**src/rtl/lsu_pkg.sv**
```systemverilog
// Shared constants, state type and access-legality helpers for the load/store unit.
package lsu_pkg;

   localparam logic [2:0] LB  = 3'b000;
   localparam logic [2:0] LH  = 3'b001;
   localparam logic [2:0] LW  = 3'b010;
   localparam logic [2:0] LBU = 3'b100;
   localparam logic [2:0] LHU = 3'b101;
   localparam logic [2:0] SB  = 3'b000;
   localparam logic [2:0] SH  = 3'b001;
   localparam logic [2:0] SW  = 3'b010;

   localparam int DEFAULT_TIMEOUT_CYCLES = 255;

   typedef enum logic [1:0] {
      IDLE  = 2'd0,
      ISSUE = 2'd1,
      RESP  = 2'd2
   } lsuState_e;

   // A store may only be byte, half or word; loads add the two unsigned variants.
   function automatic logic isLegalAccess(input logic we, input logic [2:0] funct3);
      logic legal;
      if (we) begin
         legal = (funct3 == SB) || (funct3 == SH) || (funct3 == SW);
      end else begin
         legal = (funct3 == LB) || (funct3 == LH) || (funct3 == LW) ||
                 (funct3 == LBU) || (funct3 == LHU);
      end
      return legal;
   endfunction

   // funct3[1:0] encodes the access size: 00 byte, 01 half, 10 word.
   function automatic logic isMisaligned(input logic [1:0] sizeCode, input logic [1:0] addrLow);
      logic mis;
      mis = 1'b0;
      if (sizeCode == 2'b01) begin
         mis = addrLow[0];
      end else if (sizeCode == 2'b10) begin
         mis = (addrLow != 2'b00);
      end
      return mis;
   endfunction

endpackage

```
**src/rtl/lsu_lane_align.sv**
```systemverilog
// Byte-lane steering: store byte enables and replicated data, load data shifted to bit 0.
module lsu_lane_align
   import lsu_pkg::*;
(
   input  logic        we,
   input  logic [2:0]  funct3,
   input  logic [1:0]  addrLow,
   input  logic [31:0] wdata,
   input  logic [31:0] rdata,
   output logic [3:0]  be,
   output logic [31:0] wdataRep,
   output logic [31:0] rdataShift
);

   // Enables follow the store size and offset; data is copied into every lane so the enables pick the right one.
   always_comb begin
      be       = 4'b0000;
      wdataRep = wdata;
      if (we) begin
         case (funct3)
            SB:      be = 4'b0001 << addrLow;
            SH:      be = 4'b0011 << addrLow;
            SW:      be = 4'b1111;
            default: be = 4'b0000;
         endcase
      end
      case (funct3[1:0])
         2'b00:   wdataRep = {4{wdata[7:0]}};
         2'b01:   wdataRep = {2{wdata[15:0]}};
         default: wdataRep = wdata;
      endcase
   end

   // Loads move the addressed byte/halfword down to bit 0; extension is left to the size mux downstream.
   assign rdataShift = rdata >> {addrLow, 3'b000};

endmodule

```
**src/rtl/load_store_unit.sv**
```systemverilog
// Multi-cycle data-memory access stage with req/ack bus handshake, error detection and bus timeout.
module load_store_unit
   import lsu_pkg::*;
#(
   parameter int TIMEOUT_CYCLES = DEFAULT_TIMEOUT_CYCLES,
   parameter int ADDR_W         = 32
) (
   input  logic              clk,
   input  logic              rst,
   input  logic              req_valid,
   output logic              req_ready,
   input  logic              req_we,
   input  logic [2:0]        req_funct3,
   input  logic [ADDR_W-1:0] req_addr,
   input  logic [31:0]       req_wdata,
   output logic              resp_valid,
   output logic [31:0]       resp_rdata,
   output logic [2:0]        resp_sel,
   output logic              resp_err,
   output logic              mem_req,
   output logic              mem_we,
   output logic [ADDR_W-1:0] mem_addr,
   output logic [31:0]       mem_wdata,
   output logic [3:0]        mem_be,
   input  logic              mem_ack,
   input  logic [31:0]       mem_rdata
);

   localparam int CNT_W = (TIMEOUT_CYCLES > 1) ? $clog2(TIMEOUT_CYCLES) : 1;
   localparam logic [CNT_W-1:0] CNT_LAST = CNT_W'(TIMEOUT_CYCLES - 1);

   lsuState_e        state;
   lsuState_e        nextState;
   logic [CNT_W-1:0] timeoutCnt;
   logic             weReg;
   logic [2:0]       funct3Reg;
   logic [1:0]       addrLowReg;
   logic             accept;
   logic             reqOk;
   logic             timedOut;
   logic             alignWe;
   logic [2:0]       alignFunct3;
   logic [1:0]       alignAddrLow;
   logic [3:0]       alignBe;
   logic [31:0]      alignWdata;
   logic [31:0]      alignRdata;

   assign accept   = req_valid && (state == IDLE);
   assign reqOk    = isLegalAccess(req_we, req_funct3) &&
                     !isMisaligned(req_funct3[1:0], req_addr[1:0]);
   assign timedOut = !mem_ack && (timeoutCnt == CNT_LAST);

   // While idle the aligner looks at the incoming request; afterwards it looks at the captured one.
   assign alignWe      = (state == IDLE) ? req_we        : weReg;
   assign alignFunct3  = (state == IDLE) ? req_funct3    : funct3Reg;
   assign alignAddrLow = (state == IDLE) ? req_addr[1:0] : addrLowReg;

   lsu_lane_align u_align (
      .we         (alignWe),
      .funct3     (alignFunct3),
      .addrLow    (alignAddrLow),
      .wdata      (req_wdata),
      .rdata      (mem_rdata),
      .be         (alignBe),
      .wdataRep   (alignWdata),
      .rdataShift (alignRdata)
   );

   // State register; reset abandons any access in flight so mem_req falls immediately.
   always_ff @(posedge clk or posedge rst) begin
      if (rst) begin
         state <= IDLE;
      end else begin
         state <= nextState;
      end
   end

   // Bad requests skip the bus; bus accesses end on ack or when the wait budget runs out.
   always_comb begin
      nextState = state;
      case (state)
         IDLE: begin
            if (req_valid) begin
               nextState = reqOk ? ISSUE : RESP;
            end
         end
         ISSUE: begin
            if (mem_ack || timedOut) begin
               nextState = RESP;
            end
         end
         RESP:    nextState = IDLE;
         default: nextState = IDLE;
      endcase
   end

   // Handshake and bus strobes come straight from the state.
   always_comb begin
      req_ready  = 1'b0;
      resp_valid = 1'b0;
      mem_req    = 1'b0;
      case (state)
         IDLE:    req_ready  = 1'b1;
         ISSUE:   mem_req    = 1'b1;
         RESP:    resp_valid = 1'b1;
         default: req_ready  = 1'b0;
      endcase
   end

   // Capture the request and launch the bus fields so they stay stable for the whole wait.
   always_ff @(posedge clk or posedge rst) begin
      if (rst) begin
         weReg      <= 1'b0;
         funct3Reg  <= 3'b000;
         addrLowReg <= 2'b00;
         mem_we     <= 1'b0;
         mem_addr   <= '0;
         mem_wdata  <= 32'h0;
         mem_be     <= 4'b0000;
      end else if (accept) begin
         weReg      <= req_we;
         funct3Reg  <= req_funct3;
         addrLowReg <= req_addr[1:0];
         if (reqOk) begin
            mem_we    <= req_we;
            mem_addr  <= {req_addr[ADDR_W-1:2], 2'b00};
            mem_wdata <= alignWdata;
            mem_be    <= alignBe;
         end
      end
   end

   // Count unacknowledged bus cycles; the count restarts with every accepted request.
   always_ff @(posedge clk or posedge rst) begin
      if (rst) begin
         timeoutCnt <= '0;
      end else if (accept) begin
         timeoutCnt <= '0;
      end else if ((state == ISSUE) && !mem_ack && !timedOut) begin
         timeoutCnt <= timeoutCnt + CNT_W'(1);
      end
   end

   // Response fields load once on the way into RESP and then hold until the next response.
   always_ff @(posedge clk or posedge rst) begin
      if (rst) begin
         resp_rdata <= 32'h0;
         resp_sel   <= 3'b000;
         resp_err   <= 1'b0;
      end else if (accept && !reqOk) begin
         resp_rdata <= 32'h0;
         resp_sel   <= req_funct3;
         resp_err   <= 1'b1;
      end else if ((state == ISSUE) && mem_ack) begin
         resp_rdata <= weReg ? 32'h0 : alignRdata;
         resp_sel   <= funct3Reg;
         resp_err   <= 1'b0;
      end else if ((state == ISSUE) && timedOut) begin
         resp_rdata <= 32'h0;
         resp_sel   <= funct3Reg;
         resp_err   <= 1'b1;
      end
   end

endmodule
```
**config.mk**
```make
export PLATFORM = sky130hd
export DESIGN_NAME = load_store_unit
export DESIGN_NICKNAME = d
export VERILOG_FILES = /design/src/rtl/lsu_pkg.sv /design/src/rtl/lsu_lane_align.sv /design/src/rtl/load_store_unit.sv
export SDC_FILE = /design/constraint.sdc
export NUM_CORES = 1
export LEC_CHECK = 0
export CORE_ASPECT_RATIO = 1.2
export CORE_MARGIN = 1
export CORE_UTILIZATION = 45
export DETAILED_ROUTE_END_ITERATION = 8
export PLACE_DENSITY = 0.91
export SKIP_LAST_GASP = 1
export SYNTH_ARGS = -nofsm -noshare
export SYNTH_HDL_FRONTEND = slang
export SYNTH_HIERARCHICAL = 1
export SYNTH_SLANG_ARGS = --single-unit
```
**constraint.sdc**
```tcl
create_clock -name clk -period 5.13 [get_ports clk]
set_input_delay 1.026 -clock clk [delete_from_list [all_inputs] [get_ports clk]]
set_output_delay 1.026 -clock clk [all_outputs]
set_load 0.05 [all_outputs]
```
==> summary.txt <==
Reg2Reg Setup Slack: 2.51 ns
largest net degree at the start of global routing: 68
GR Overflow Total: 0
global-route wire length before repair: 24300 um
Synth Area in Adders: 0.00432
Max VDD drop: 0.000375 V
Area Overhead vs Synth: 45.8%
largest family of logic cells by synthesized area: multiplexers
most common cell in the netlist: dfrtp_1
Pwr Total: 4900 uW
grt peak-use layer: met2
Slew Limit Headroom: 0.149
met3 Usage GRT: 0.0699
Max Clock Freq: 0.320 GHz
CTS H-tree depth: 4
Crit path arrival time: 3.42 ns
type of destination of the critical path: flop
Synth cell types: 48
DRT antenna net count: 0
GPL Wtd Cong: 0.891
commonest cells in the netlist: dfrtp_1 (119), mux2_2 (91), mux2i_1 (41)
layout cells sized above 1: 0.205
Synth Instances: 452
Main synth FF type: dfrtp_1
leakage power: 0.00366 uW
Worst Min Path Start: addrLowReg[0]$_DFFE_PP0P_
initial drt markers: 136
synth warn: 6
WS Path Type: in -> reg
Rows: 45
final WL: 15000 um
Final Setup Violations: 0
Synth area leaders: dfrtp_1 (51%), mux2_2 (18%), mux2i_1 (7.1%)
vias in the first global route: 4800
fin. max-slew vios: 0
Worst R2R Start: state[1]$_DFFE_PP0P_
io pins: 212
Worst Path Required: 5.42 ns
RSZ-0062 raised after global routing: no
cell count of the worst hold path: 2
worst reg2reg path endpoint: mem_wdata[8]$_DFFE_PP0P_
grt met1 use: 0.262
Post-synth EDFFs: 0
Async S/R FF share, synth: 1.00
power per cell area: 580 mW/mm^2
Die Y: 126 um
Hold Path End: addrLowReg[0]$_DFFE_PP0P_
critical path depth: 5
status: finished clean
Layout Skew: 0.00728 ns
post-CTS sizing: 0
CP startpoint kind: primary input
initial antenna violation count: 0
Post-Synth XOR/XNOR Area: 0.00604
antenna fix cells: 0
fin crit share: 0.610
fin nets: 753
setup bufs post-CTS: 0
mux contribution to synthesized area: 0.253
crit-path cells: clkdlybuf4s50_1 > a221oi_2 > nor3_4 > a21oi_4 > mux2_2
gr usage total: 0.237
initial core utilization: 0.460
Port Buf Inserts: 209
HP Class: reg -> reg
CTS tree: yes
DR WL/cell: 18.3 um
via count: 4397
slowest CP cell: a21oi_4
Least-Margin Pin Slew: 1.27 ns
Clock Latency Late Sink: 0.41 ns
final worst path period need: 3.13 ns
critical path buffer and inverter count: 1
Detailed Place HPWL: 10500 um
area leader, netlist: dfrtp_1
die footprint: 0.0133 mm^2
Mapped Avg Cell Area: 12.8 um^2
TritonRoute pass-1 iters: 4
Yosys top cell area share: 0.514
Reg clk slew, reported paths: 0.05 ns
clock buffer depth: 2
Hold-fix buffers, CTS: 0
cells on worst reg2reg path: 5
sequential-to-total area share from yosys stat: 0.514
clock tree sinks: 119
crit-path max FO: 37
core area: 0.0126 mm^2
die width: 106 um
Post-Synth Simple-Gate Area: 0.0706
mapped cell area: 0.00580 mm^2
CP max stage delay: 0.75 ns
Final Hold Vio Count: 0
Synth Register Bits: 119
compound-gate portion of the synthesized area: 0.100
met2 Track Usage GR: 0.412
TNS Setup: 0 ns
max-cap check violation count: 0
CTS buffer count: 17
clk root buf: clkbuf_16
delay-heaviest family, CP: compound AO/OA/AOI/OAI gates
via/cell ratio: 5.35
drc violations: 0
[worst min-delay path: cells and delay by family, from the launching register on]
family,cells,cell delay [ns]
simple gates,2,0.12
flops,1,0.34
[how the worst max path moves through the flow]
stage / from / slack [ns] / end
6_report: req_funct3[2] / 2.00 / resp_sel[1]$_DFFE_PP0P_
3_5_place_dp: req_funct3[2] / 1.64 / resp_sel[1]$_DFFE_PP0P_
2_1_floorplan: rst / 0.95 / addrLowReg[0]$_DFFE_PP0P_
5_1_grt: req_funct3[2] / 1.86 / resp_sel[2]$_DFFE_PP0P_
4_1_cts: req_funct3[2] / 2.03 / resp_sel[1]$_DFFE_PP0P_
3_3_place_gp: req_addr[0] / 1.74 / resp_rdata[14]$_DFFE_PP0P_
[layer usage]
layer / part of all wire / vias to the layer above
met5: 0 / -
met4: 0.028 / 0
met3: 0.059 / 34
met2: 0.52 / 164
met1: 0.39 / 2178
li1: - / 2021
[kinds of logic (layout without fill, tap and decap cells)]
kind of cell	Yosys count	count (layout)
muxes	135	135
DFF	119	119
and+or+nand+nor	77	77
AOI/OAI and AO/OA	71	71
buffers and inverters	43	248
xor gates and xnor gates	4	4
adders and majority gates	2	2
other	1	2
[flip-flops by register name (all words and copies together) (netlist names)]
| name | flops |
|---|---|
| resp_err | 1 |
| funct3Reg | 3 |
| mem_we | 1 |
| mem_addr | 30 |
| weReg | 1 |
| resp_sel | 3 |
| timeoutCnt | 8 |
| mem_be | 4 |
| resp_rdata | 32 |
| addrLowReg | 2 |
| mem_wdata | 32 |
| state | 2 |
[placed cells by master (no fill, tap or decap), types with 2 or more instances in the layout]
master,n
buf_4,2
o21ai_0,11
clkinvlp_4,2
clkbuf_16,17
mux2_2,91
or3_1,3
clkdlybuf4s50_1,209
a22o_1,32
mux2i_1,41
o2bb2ai_1,8
nor2_1,14
clkinv_2,5
nand4_1,2
ha_1,2
o21bai_1,2
and2_1,10
inv_1,5
bufinv_16,3
nor2b_1,2
mux2_1,3
conb_1,2
xor2_1,3
o211ai_1,3
a21oi_1,4
nand2_1,31
dfrtp_1,119
nor2_2,2
clkbuf_1,2
nand2b_1,3
[stage by stage]
step / utilization / cell area (um^2) / worst slack (ns) / instances / hold WS (ns)
detailed placement: 0.624 / 7870 / 1.64 / 792 / 0.477
CTS: 0.670 / 8450 / 2.03 / 822 / 0.492
floorplan: - / 5800 / 0.947 / 453 / 0.441
global placement: 0.624 / 7870 / 1.74 / 792 / 0.457
global route: 0.670 / 8450 / 1.86 / 822 / 0.512
finish: 0.670 / 8450 / 2.00 / 822 / 0.491
[report_power, final]
group / switching, uW / internal (uW)
registers: 164 / 1230
clock network: 404 / 765
logic: 1470 / 870
[area by class of cell]
cell class	count	area, um^2
fillers	924	4160
flip-flops and latches	119	2980
multi-input cells	291	2540
repair buffers	212	2130
clock buffers	20	447
well taps	164	205
clock inverters	10	130
inverters	6	25.0
Power figures use the tool's default switching activity.
